## src/rtl/serial_adder_pkg.sv

```systemverilog
// Shared constants for the bit-serial adder: FSM encodings and default width.
package serial_adder_pkg;
  localparam int DEF_WIDTH = 8;

  localparam logic [1:0] ST_IDLE = 2'd0;
  localparam logic [1:0] ST_RUN  = 2'd1;
  localparam logic [1:0] ST_DONE = 2'd2;
endpackage

```

## src/rtl/serial_adder_full_adder.sv

```systemverilog
// Single-bit full adder cell; the only arithmetic slice of the serial adder.
module full_adder (
  input  logic a,
  input  logic b,
  input  logic cin,
  output logic s,
  output logic cout
);
  assign s    = a ^ b ^ cin;
  assign cout = (a & b) | (a & cin) | (b & cin);
endmodule

```

## src/rtl/serial_adder.sv

```systemverilog
// Bit-serial unsigned adder: LSB-first through one full adder, result published
// atomically WIDTH cycles after the accepting edge.
module serial_adder
  import serial_adder_pkg::*;
#(
  parameter int WIDTH = DEF_WIDTH
) (
  input  logic             clk,
  input  logic             rst_n,
  input  logic             start,
  input  logic [WIDTH-1:0] a,
  input  logic [WIDTH-1:0] b,
  output logic             busy,
  output logic             done,
  output logic [WIDTH-1:0] sum,
  output logic             cout
);
  localparam int CW = $clog2(WIDTH + 1);
  localparam logic [CW-1:0] LAST = CW'(WIDTH - 1);

  logic [1:0]       r_state;
  logic [WIDTH-1:0] r_sa, r_sb, r_r;
  logic             r_c;
  logic [CW-1:0]    r_cnt;
  logic             w_s, w_co;

  full_adder u_fa (
    .a    (r_sa[0]),
    .b    (r_sb[0]),
    .cin  (r_c),
    .s    (w_s),
    .cout (w_co)
  );

  always_ff @(posedge clk) begin
    if (!rst_n) begin
      r_state <= ST_IDLE;
      r_sa    <= '0;
      r_sb    <= '0;
      r_r     <= '0;
      r_c     <= 1'b0;
      r_cnt   <= '0;
      busy    <= 1'b0;
      done    <= 1'b0;
      sum     <= '0;
      cout    <= 1'b0;
    end else begin
      case (r_state)
        ST_IDLE, ST_DONE: begin
          done <= 1'b0;
          if (start) begin
            r_sa    <= a;
            r_sb    <= b;
            r_c     <= 1'b0;
            r_cnt   <= '0;
            busy    <= 1'b1;
            r_state <= ST_RUN;
          end else begin
            busy    <= 1'b0;
            r_state <= ST_IDLE;
          end
        end
        ST_RUN: begin
          r_sa  <= r_sa >> 1;
          r_sb  <= r_sb >> 1;
          r_r   <= {w_s, r_r[WIDTH-1:1]};
          r_c   <= w_co;
          r_cnt <= r_cnt + 1'b1;
          // Last bit: publish directly from the cell so sum/cout move in one edge.
          if (r_cnt == LAST) begin
            sum     <= {w_s, r_r[WIDTH-1:1]};
            cout    <= w_co;
            done    <= 1'b1;
            busy    <= 1'b0;
            r_state <= ST_DONE;
          end
        end
        default: begin
          busy    <= 1'b0;
          done    <= 1'b0;
          r_state <= ST_IDLE;
        end
      endcase
    end
  end
endmodule

```

## config.mk

```make
export PLATFORM = sky130hd
export DESIGN_NAME = serial_adder
export DESIGN_NICKNAME = d
export VERILOG_FILES = /design/src/rtl/serial_adder_pkg.sv /design/src/rtl/serial_adder_full_adder.sv /design/src/rtl/serial_adder.sv
export SDC_FILE = /design/constraint.sdc
export NUM_CORES = 1
export LEC_CHECK = 0
export CAP_MARGIN = 20
export CORE_MARGIN = 2
export CORE_UTILIZATION = 40
export DETAILED_ROUTE_END_ITERATION = 10
export GPL_TIMING_DRIVEN = 0
export PLACE_DENSITY = 0.74
export REMOVE_ABC_BUFFERS = 1
export SETUP_SLACK_MARGIN = 0.2
export SLEW_MARGIN = 20
export SYNTH_ARGS = -nofsm -noshare
export SYNTH_HDL_FRONTEND = slang
export SYNTH_SLANG_ARGS = --single-unit
```

## constraint.sdc

```tcl
create_clock -name clk -period 1.4 [get_ports clk]
set_clock_uncertainty 0.2 [all_clocks]
set_input_delay 0.21 -clock clk [delete_from_list [all_inputs] [get_ports clk]]
set_output_delay 0.21 -clock clk [all_outputs]
set_load 0.01 [all_outputs]
```

## After elaboration in Yosys (flattened, before gate mapping)

Index checks and enable logic that the tools add are counted.
W data, S select, Z words.

- Multiplexer cells: 14
- Div/mod/pow operators: 0
- $add $sub $neg: 1
- Multiply operators: 0
- Shift-type cells: 0
- Bitwise operators: 7
- Reduce and logical (&&, ||, !) cells: 6
- Order comparisons: 0
- Equal/unequal tests: 5

Operator list:

| operator | number |
|---|---|
| $pmux W8 S2 | 2 |
| $mux W8 | 2 |
| $pmux W4 S2 | 1 |
| $reduce_and A2 Y1 | 3 |
| $add A4 B1 Y4 const B | 1 |
| $eq A4 B3 Y1 const B | 1 |
| $mux W1 | 4 |
| $mux W4 | 1 |
| $ne A2 B2 Y1 const B | 2 |
| $pmux W1 S2 | 2 |
| $pmux W2 S2 | 1 |
| $and A1 B1 Y1 | 3 |
| $eq A2 B1 Y1 const B | 1 |
| $eq A2 B2 Y1 const B | 1 |
| $logic_not A2 Y1 | 1 |
| $mux W2 | 1 |
| $or A1 B1 Y1 | 2 |
| $reduce_bool A2 Y1 | 1 |
| $reduce_or A2 Y1 | 1 |
| $xor A1 B1 Y1 | 2 |

- Register bits after elaboration: 42
- Memories kept: 0
- Bits of input ports: 19
- Latch bits: 0
- Memory bits (writable): 0
- Bits in read-only memories: 0

## Depth between registers and ports, before layout

Gate-level depths: netlist (run 1).

- Depth after elaboration: 4
- Gate-level depth with buffers: 5

## Hierarchy

From an unflattened synthesis (run 1), not the netlist that was laid out.

- Cell total of the unflattened synthesis: 181
- Area total of the unflattened synthesis: 1646.6 um^2

Modules (own cells, without submodules):

| module | seq. area each (um^2) | cells an instance | area each (um^2) | times used |
|---|---|---|---|---|
| serial_adder | 800.8 | 180 | 1626.6 | 1 |
| full_adder | 0.0 | 1 | 20.0 | 1 |

## Worst setup path before layout (run 1)

OpenSTA, ideal clock, no wires.

- Path kind: register to register
- Start point: reg r_cnt[0]
- End point: reg cout
- Setup slack: -0.051 ns
- Buffers on the path: 0
- Period minus slack after synthesis: 1.451 ns
- Cell stages (with the launch flop): 5
- Arrival: 1.179 ns
- Cells stage by stage: dfxtp_1 -> ha_1 -> nand3b_1 -> nor2_4 -> mux2i_1

- Word-level cells in the longest chain between the ends: 2

Ends and longest elaborated chain:

| item | RTL line | source |
|---|---|---|
| from (decl) | serial_adder.sv:24 | `logic [CW-1:0] r_cnt;` |
| from (signal assigned) | serial_adder.sv:68 | `r_cnt <= r_cnt + 1'b1;` |
| $eq A4 B3 Y1 | serial_adder.sv:70 | `if (r_cnt == LAST) begin` |
| $reduce_and A2 Y1 (no line) | -- |  |
| to (signal assigned) | serial_adder.sv:72 | `cout <= w_co;` |
| to (decl) | serial_adder.sv:16 | `output logic cout` |

Every way passes these cells.
A chain may end at the register's enable or synchronous reset.

## Final worst setup path (run 1)

- Start point: reg r_state[0]
- End point: reg r_cnt[2]

- Word-level cells in the longest chain between the ends: 4
- Elaborated cells between the ends (all ways): 8

Ends and longest elaborated chain:

| item | RTL line | source |
|---|---|---|
| from (decl) | serial_adder.sv:21 | `logic [1:0] r_state;` |
| from (signal assigned) | serial_adder.sv:37 | `r_state <= ST_IDLE;` |
| from (signal assigned) | serial_adder.sv:57 | `r_state <= ST_RUN;` |
| from (signal assigned) | serial_adder.sv:60 | `r_state <= ST_IDLE;` |
| $eq A2 B2 Y1 or $logic_not A2 Y1 (tied branches) | serial_adder.sv:48 | `case (r_state)` |
| $reduce_or A2 Y1 | serial_adder.sv:48 |  |
| $ne A2 B2 Y1 (no line) or $reduce_bool A2 Y1 (tied branches) | -- |  |
| $reduce_and A2 Y1 (no line) | -- |  |

Several ways; a longest one is shown, not always the timed one.

==> reports/metrics.cfg, run 1 <==
[synth]
synth-seq-cells=40
synth_top_cell_by_area=dfxtp_1
ys_types=23
yosysWarnings=0
avgSynthCellArea_um2=8.87
synth-seq-area-share=0.499
synth_edf_count=0
synth_xor_area_frac=0
netlist_instances=181
async_reset_ff_frac=0
synth_compound_area_frac=0.164
netlist.area_leader.share=0.499
synth-adder-area-share=0.0203
synth_top_family_by_area=simple AND/OR/NAND/NOR gates
synthMuxAreaShare=0.0717
synth.area.top_cells=dfxtp_1 50%, a21oi_1 9.0%, nand2_1 8.7%
syn_area_mm2=0.00161
synth_ff_type=dfxtp_1
synth-simple-area-share=0.193

[routing]
wl_per_cell_um=16.0
avgViaCountPerCell=5.34
detail-route-antenna-nets=0
drtIter0Drc=107
routed_wl_mm=4.48
first_pass_iters=4
drc_errors=0
via_count=1494

[placement]
dpl_cell_area_mm2=0.00188
io_buffer_count=29
globalplace.congestion=0.746
dp_cells=246
dp_hpwl_mm=1.82

[floorplanning]
initial_core_util=0.407
io_pins=30
dieHeight_um=67.4
rows=23
fp.coreArea_mm2=0.00394
die_w_um=67.4
dieArea_mm2=0.00454

[clocking]
htree_levels=2
cts.path.max_buffers=2
cts_buffers=5
cts_root_buf=clkbuf_8
worstSkewPairLatency_ns=0.30
clk_pin_slew_ns=0.08
cts.sinks=40
cts_tree=built

[power_and_ir_drop]
peakVddDrop_uv=585
p_total_mw=2.55
p_clk_frac=0.370
p_sw_frac=0.253
powerDensity_mw_per_mm2=1060
intPower_mw=1.91
pwr-share-comb=0.156
leakagePower_nw=0.873
seqPwrFrac=0.474
p_sw_mw=0.645

[worst_setup_path]
arrival_ns=1.47
path_cells=buf_6, nand2b_4, mux2_4, a211oi_4
max_stage_delay_ns=0.38
worstReg2RegStart=r_state[0]
cp-end-kind=flop
worstSetupPathType=flop to flop
cp-start-kind=flop
cpLargestDelayFamily=flip-flops
crit_buf_inv=1
critPathMaxFanout=5
worstRegToRegCells=4
crit_slowest_cell=dfxtp_4
r2r_slack_ns=-0.05
r2r-end=r_cnt[2]
crit_required_ns=1.41

[layout]
layout-drive-gt1-share=0.400
fin_area_mm2=0.00241
final_nets=250
fin_cells=280
syn2layout_area_growth_pct=50.4
n_antenna_cell=0

[timing]
finalHoldViolations=0
min_period_over_period=1.04
setup_viol=2
max_slew_margin=0.666
fmax_mhz=689
rsz0062_at_grt=true
finalCriticalPeriod_ns=1.45
worst_pin_slew_ns=0.501
tns_ns=-0.0541
setup_slack_ns=-0.0515
final-max-slew-violation-count=0
whs_ns=0.253

[global_route]
grt_pass1_vias=1375
grt_overflow=0
grt_pass1_wl_mm=6.72
grt_max_degree=29
track_usage=0.209
antenna_found_initial=0

[min_path]
hp-class=primary input to flop
whs_path_depth=3
min_to=r_sa[7]
min_from=a[7]

[flow_run]
maxCapViolCount=0

[status]
violations=setup timing
status=finished, violations left

## layout by cell type (no fill, tap or decap), types with 4 or more instances in the layout
cell	n
nand2_1	33
dfxtp_1	25
a21oi_1	24
clkdlybuf4s50_1	16
dfxtp_2	12
a22oi_1	11
nand3_1	11
mux2i_1	10
buf_2	10
nand3_2	9
buf_6	8
buf_4	8
nand2b_4	6
a21oi_2	5
clkbuf_8	5
nand2_2	4
## timing repair
action / 4_1_cts / 5_1_grt
hold buffers: 0 / 0
endpoints found under the setup margin: 51 / 43
pin swaps: 27 / 7
gates cloned: 8 / 0
resized for setup: 100 / 20
buffers inserted: 14 / 4
endpoints found under the hold margin: 0 / 0
## flip-flops by register name, indices dropped and copies added (netlist names)
name	count
sum	8
r_state	2
r_sa	8
done	1
r_cnt	4
cout	1
r_r	7
r_sb	8
r_c	1
## kinds of logic after synthesis
logic type	count (synthesis)
DFF	40
muxes	11
buffers and inverters	16
AOI/OAI and AO/OA	44
adders and majority gates	2
and+or+nand+nor	68
## layer usage
layer / vias to the layer above / share of wire / global-route usage
li1: 730 / - / -
met5: - / 0 / 0
met4: 0 / 0.028 / 0.117
met3: 11 / 0.067 / 0.0500
met1: 699 / 0.40 / 0.227
met2: 54 / 0.51 / 0.373
## Yosys cell counts (all sizes together), types with 2 or more instances
master  count
dfxtp      40
nand2      37
a21oi      29
nand3      20
a22oi      14
buf        10
mux2i      10
clkbuf      4
nand2b      4
nor2        3
inv         2
## worst reg2reg max path: cells and delay by family (launching register included)
kind,cells,cell delay (ns)
AO/OA/AOI/OAI,1,0.22
flip-flops,1,0.38
AND/OR/NAND/NOR,1,0.11
multiplexers,1,0.33
buffers and inverters,1,0.12
## power by group through the flow
stage,Sequential [mW],Combinational (mW),Clock [mW]
after floorplan,1.22,0.123,0
after global placement,1.23,0.220,0
after detailed placement,1.23,0.222,0
after CTS,1.21,0.354,0.948
after global routing,1.21,0.425,0.978
final,1.21,0.398,0.944
## through the flow
| step | worst slack, ns | utilization |
|---|---|---|
| final | -0.0515 | 0.612 |
| after global routing | -0.0942 | 0.612 |
| after CTS | 0.0189 | 0.590 |
| after detailed placement | -0.774 | 0.478 |
| after global placement | -0.931 | 0.477 |
| after floorplan | -0.358 | - |
## final cells by class
cell class | count | area (um2)
well taps | 50 | 62.6
clock buffers | 6 | 72.6
multi-input cells | 132 | 943
flip-flops and latches | 40 | 827
clock inverters | 2 | 35.0
inverters | 2 | 10.0
repair buffers | 48 | 463
fillers | 316 | 1530
## worst max path at each step
stage | start | to | cells past startpoint
after global routing | r_state[0] | r_cnt[2] | 4
after global placement | start | r_cnt[2] | 4
after floorplan | r_state[0] | r_cnt[2] | 3
after detailed placement | rst_n | r_cnt[2] | 3
after CTS | r_cnt[0] | sum[1] | 5
final | r_state[0] | r_cnt[2] | 4
No activity file was read; power rests on OpenSTA's default activity.
==> run 2, diff against run 1 <==
- MAX_ROUTING_LAYER: unset -> met4
==> reports/metrics.cfg, run 2 (synthesis results as in run 1) <==
[timing]
finalCriticalPeriod_ns=1.44
setup_viol=3
max_slew_margin=0.679
min_period_over_period=1.03
worst_pin_slew_ns=0.482
rsz0062_at_grt=true
whs_ns=0.254
setup_slack_ns=-0.0410
final-max-slew-violation-count=0
fmax_mhz=694
tns_ns=-0.0602
finalHoldViolations=0

[worst_setup_path]
crit_slowest_cell=dfxtp_4
crit_buf_inv=1
arrival_ns=1.46
r2r-end=r_cnt[2]
cp-end-kind=flop
crit_required_ns=1.42
worstSetupPathType=flop to flop
critPathLaunch=r_state[0]
path_cells=buf_6, nand2b_4, mux2_4, a211oi_4
max_stage_delay_ns=0.38
critPathMaxFanout=5
cp-start-kind=flop
worstReg2RegStart=r_state[0]
cpLargestDelayFamily=flip-flops
r2r_slack_ns=-0.04
crit_cells=4
worstRegToRegCells=4

[placement]
dp_hpwl_mm=1.82
dp_cells=246
io_buffer_count=29
globalplace.congestion=0.756
dpl_cell_area_mm2=0.00188
place_ws_ns=-0.774

[min_path]
min_from=done
min_to=done
hp-class=flop to flop
whs_path_depth=2

[power_and_ir_drop]
powerDensity_mw_per_mm2=1060
p_sw_mw=0.639
seqPwrFrac=0.475
p_clk_frac=0.368
p_total_mw=2.54
p_sw_frac=0.252
peakVddDrop_uv=585
intPower_mw=1.90
pwr-share-comb=0.157
leakagePower_nw=0.859

[routing]
first_pass_iters=4
via_count=1508
routed_wl_mm=4.48
detail-route-antenna-nets=0
drc_errors=0
avgViaCountPerCell=5.42
drtIter0Drc=103
wl_per_cell_um=16.1

[clocking]
cts_root_buf=clkbuf_8
cts.sinks=40
htree_levels=2
cts.path.max_buffers=2
worstSkewPairLatency_ns=0.30
cts_tree=built
cts_buffers=5
clk_pin_slew_ns=0.08

[global_route]
grt_pass1_vias=1374
grt_max_degree=29
grt_overflow=0
antenna_found_initial=0
track_usage=0.216
grt_pass1_wl_mm=6.72

[status]
violations=setup timing
status=finished, violations left

[flow_run]
maxCapViolCount=0

[floorplanning]
dieArea_mm2=0.00454
die_w_um=67.4
dieHeight_um=67.4
initial_core_util=0.407
rows=23
io_pins=30
fp.coreArea_mm2=0.00394

[layout]
reg_top3=r_sa (8), r_sb (8), sum (8)
final_nets=248
mostFrequentLayoutCells=32 x nand2_1, 26 x dfxtp_1, 22 x a21oi_1
final_common_cell=nand2_1
syn2layout_area_growth_pct=49.5
n_antenna_cell=0
fillers=325
fin_cells=278
fin_area_mm2=0.00240
final_util=0.609
layout-drive-gt1-share=0.404

run 2: cell types whose count changed in the layout (fill, tap and decap cells not counted), sizes merged:
cell / delta
buf: -3
nand2b: +1
run 2: layout make-up:
| type | instances | area (um2) | area share |
|---|---|---|---|
| Multi-Input combinational cell | 133 | 967 | 0.403 |
| Clock inverter | 2 | 35.0 | 0.0146 |
| Tap cell | 50 | 62.6 | 0.0261 |
| Sequential cell | 40 | 826 | 0.344 |
| Clock buffer | 6 | 72.6 | 0.0302 |
| Timing Repair Buffer | 45 | 427 | 0.178 |
| Inverter | 2 | 10.0 | 0.00417 |
run 2: worst reg2reg max path: stages, from the launching register on:
cell and delay [ns]:
dfxtp_4 0.38, buf_6 0.12, nand2b_4 0.11, mux2_4 0.33
a211oi_4 0.22
run 2: power by group through the flow:
stage	Sequential, mW	Combinational (mW)	Clock [mW]
after floorplan	1.22	0.123	0
after global placement	1.23	0.220	0
after detailed placement	1.23	0.222	0
after CTS	1.21	0.354	0.948
after global routing	1.21	0.425	0.973
final	1.21	0.398	0.936
run 2: worst max-delay path by stage:
stage	slack [ns]	to
6_report	-0.04	r_cnt[2]
5_1_grt	-0.07	r_cnt[2]
4_1_cts	0.02	sum[1]
3_5_place_dp	-0.77	r_cnt[2]
3_3_place_gp	-0.93	r_cnt[2]
2_1_floorplan	-0.36	r_cnt[2]
run 2: timing repair:
item / CTS / global route
hold buffers: 0 / 0
gates resized for setup: 100 / 20
pin swaps: 27 / 7
endpoints found under the setup margin: 51 / 43
buffers inserted: 14 / 1
endpoints found under the hold margin: 0 / 0
gates cloned: 8 / 1
run 2: metal layers:
layer | up-vias | wire, um | GRT usage
li1 | 728 | - | -
met4 | 0 | 157 | 0.117
met2 | 66 | 2290 | 0.370
met1 | 701 | 1750 | 0.232
met3 | 13 | 279 | 0.0450
met5 | - | 0 | -
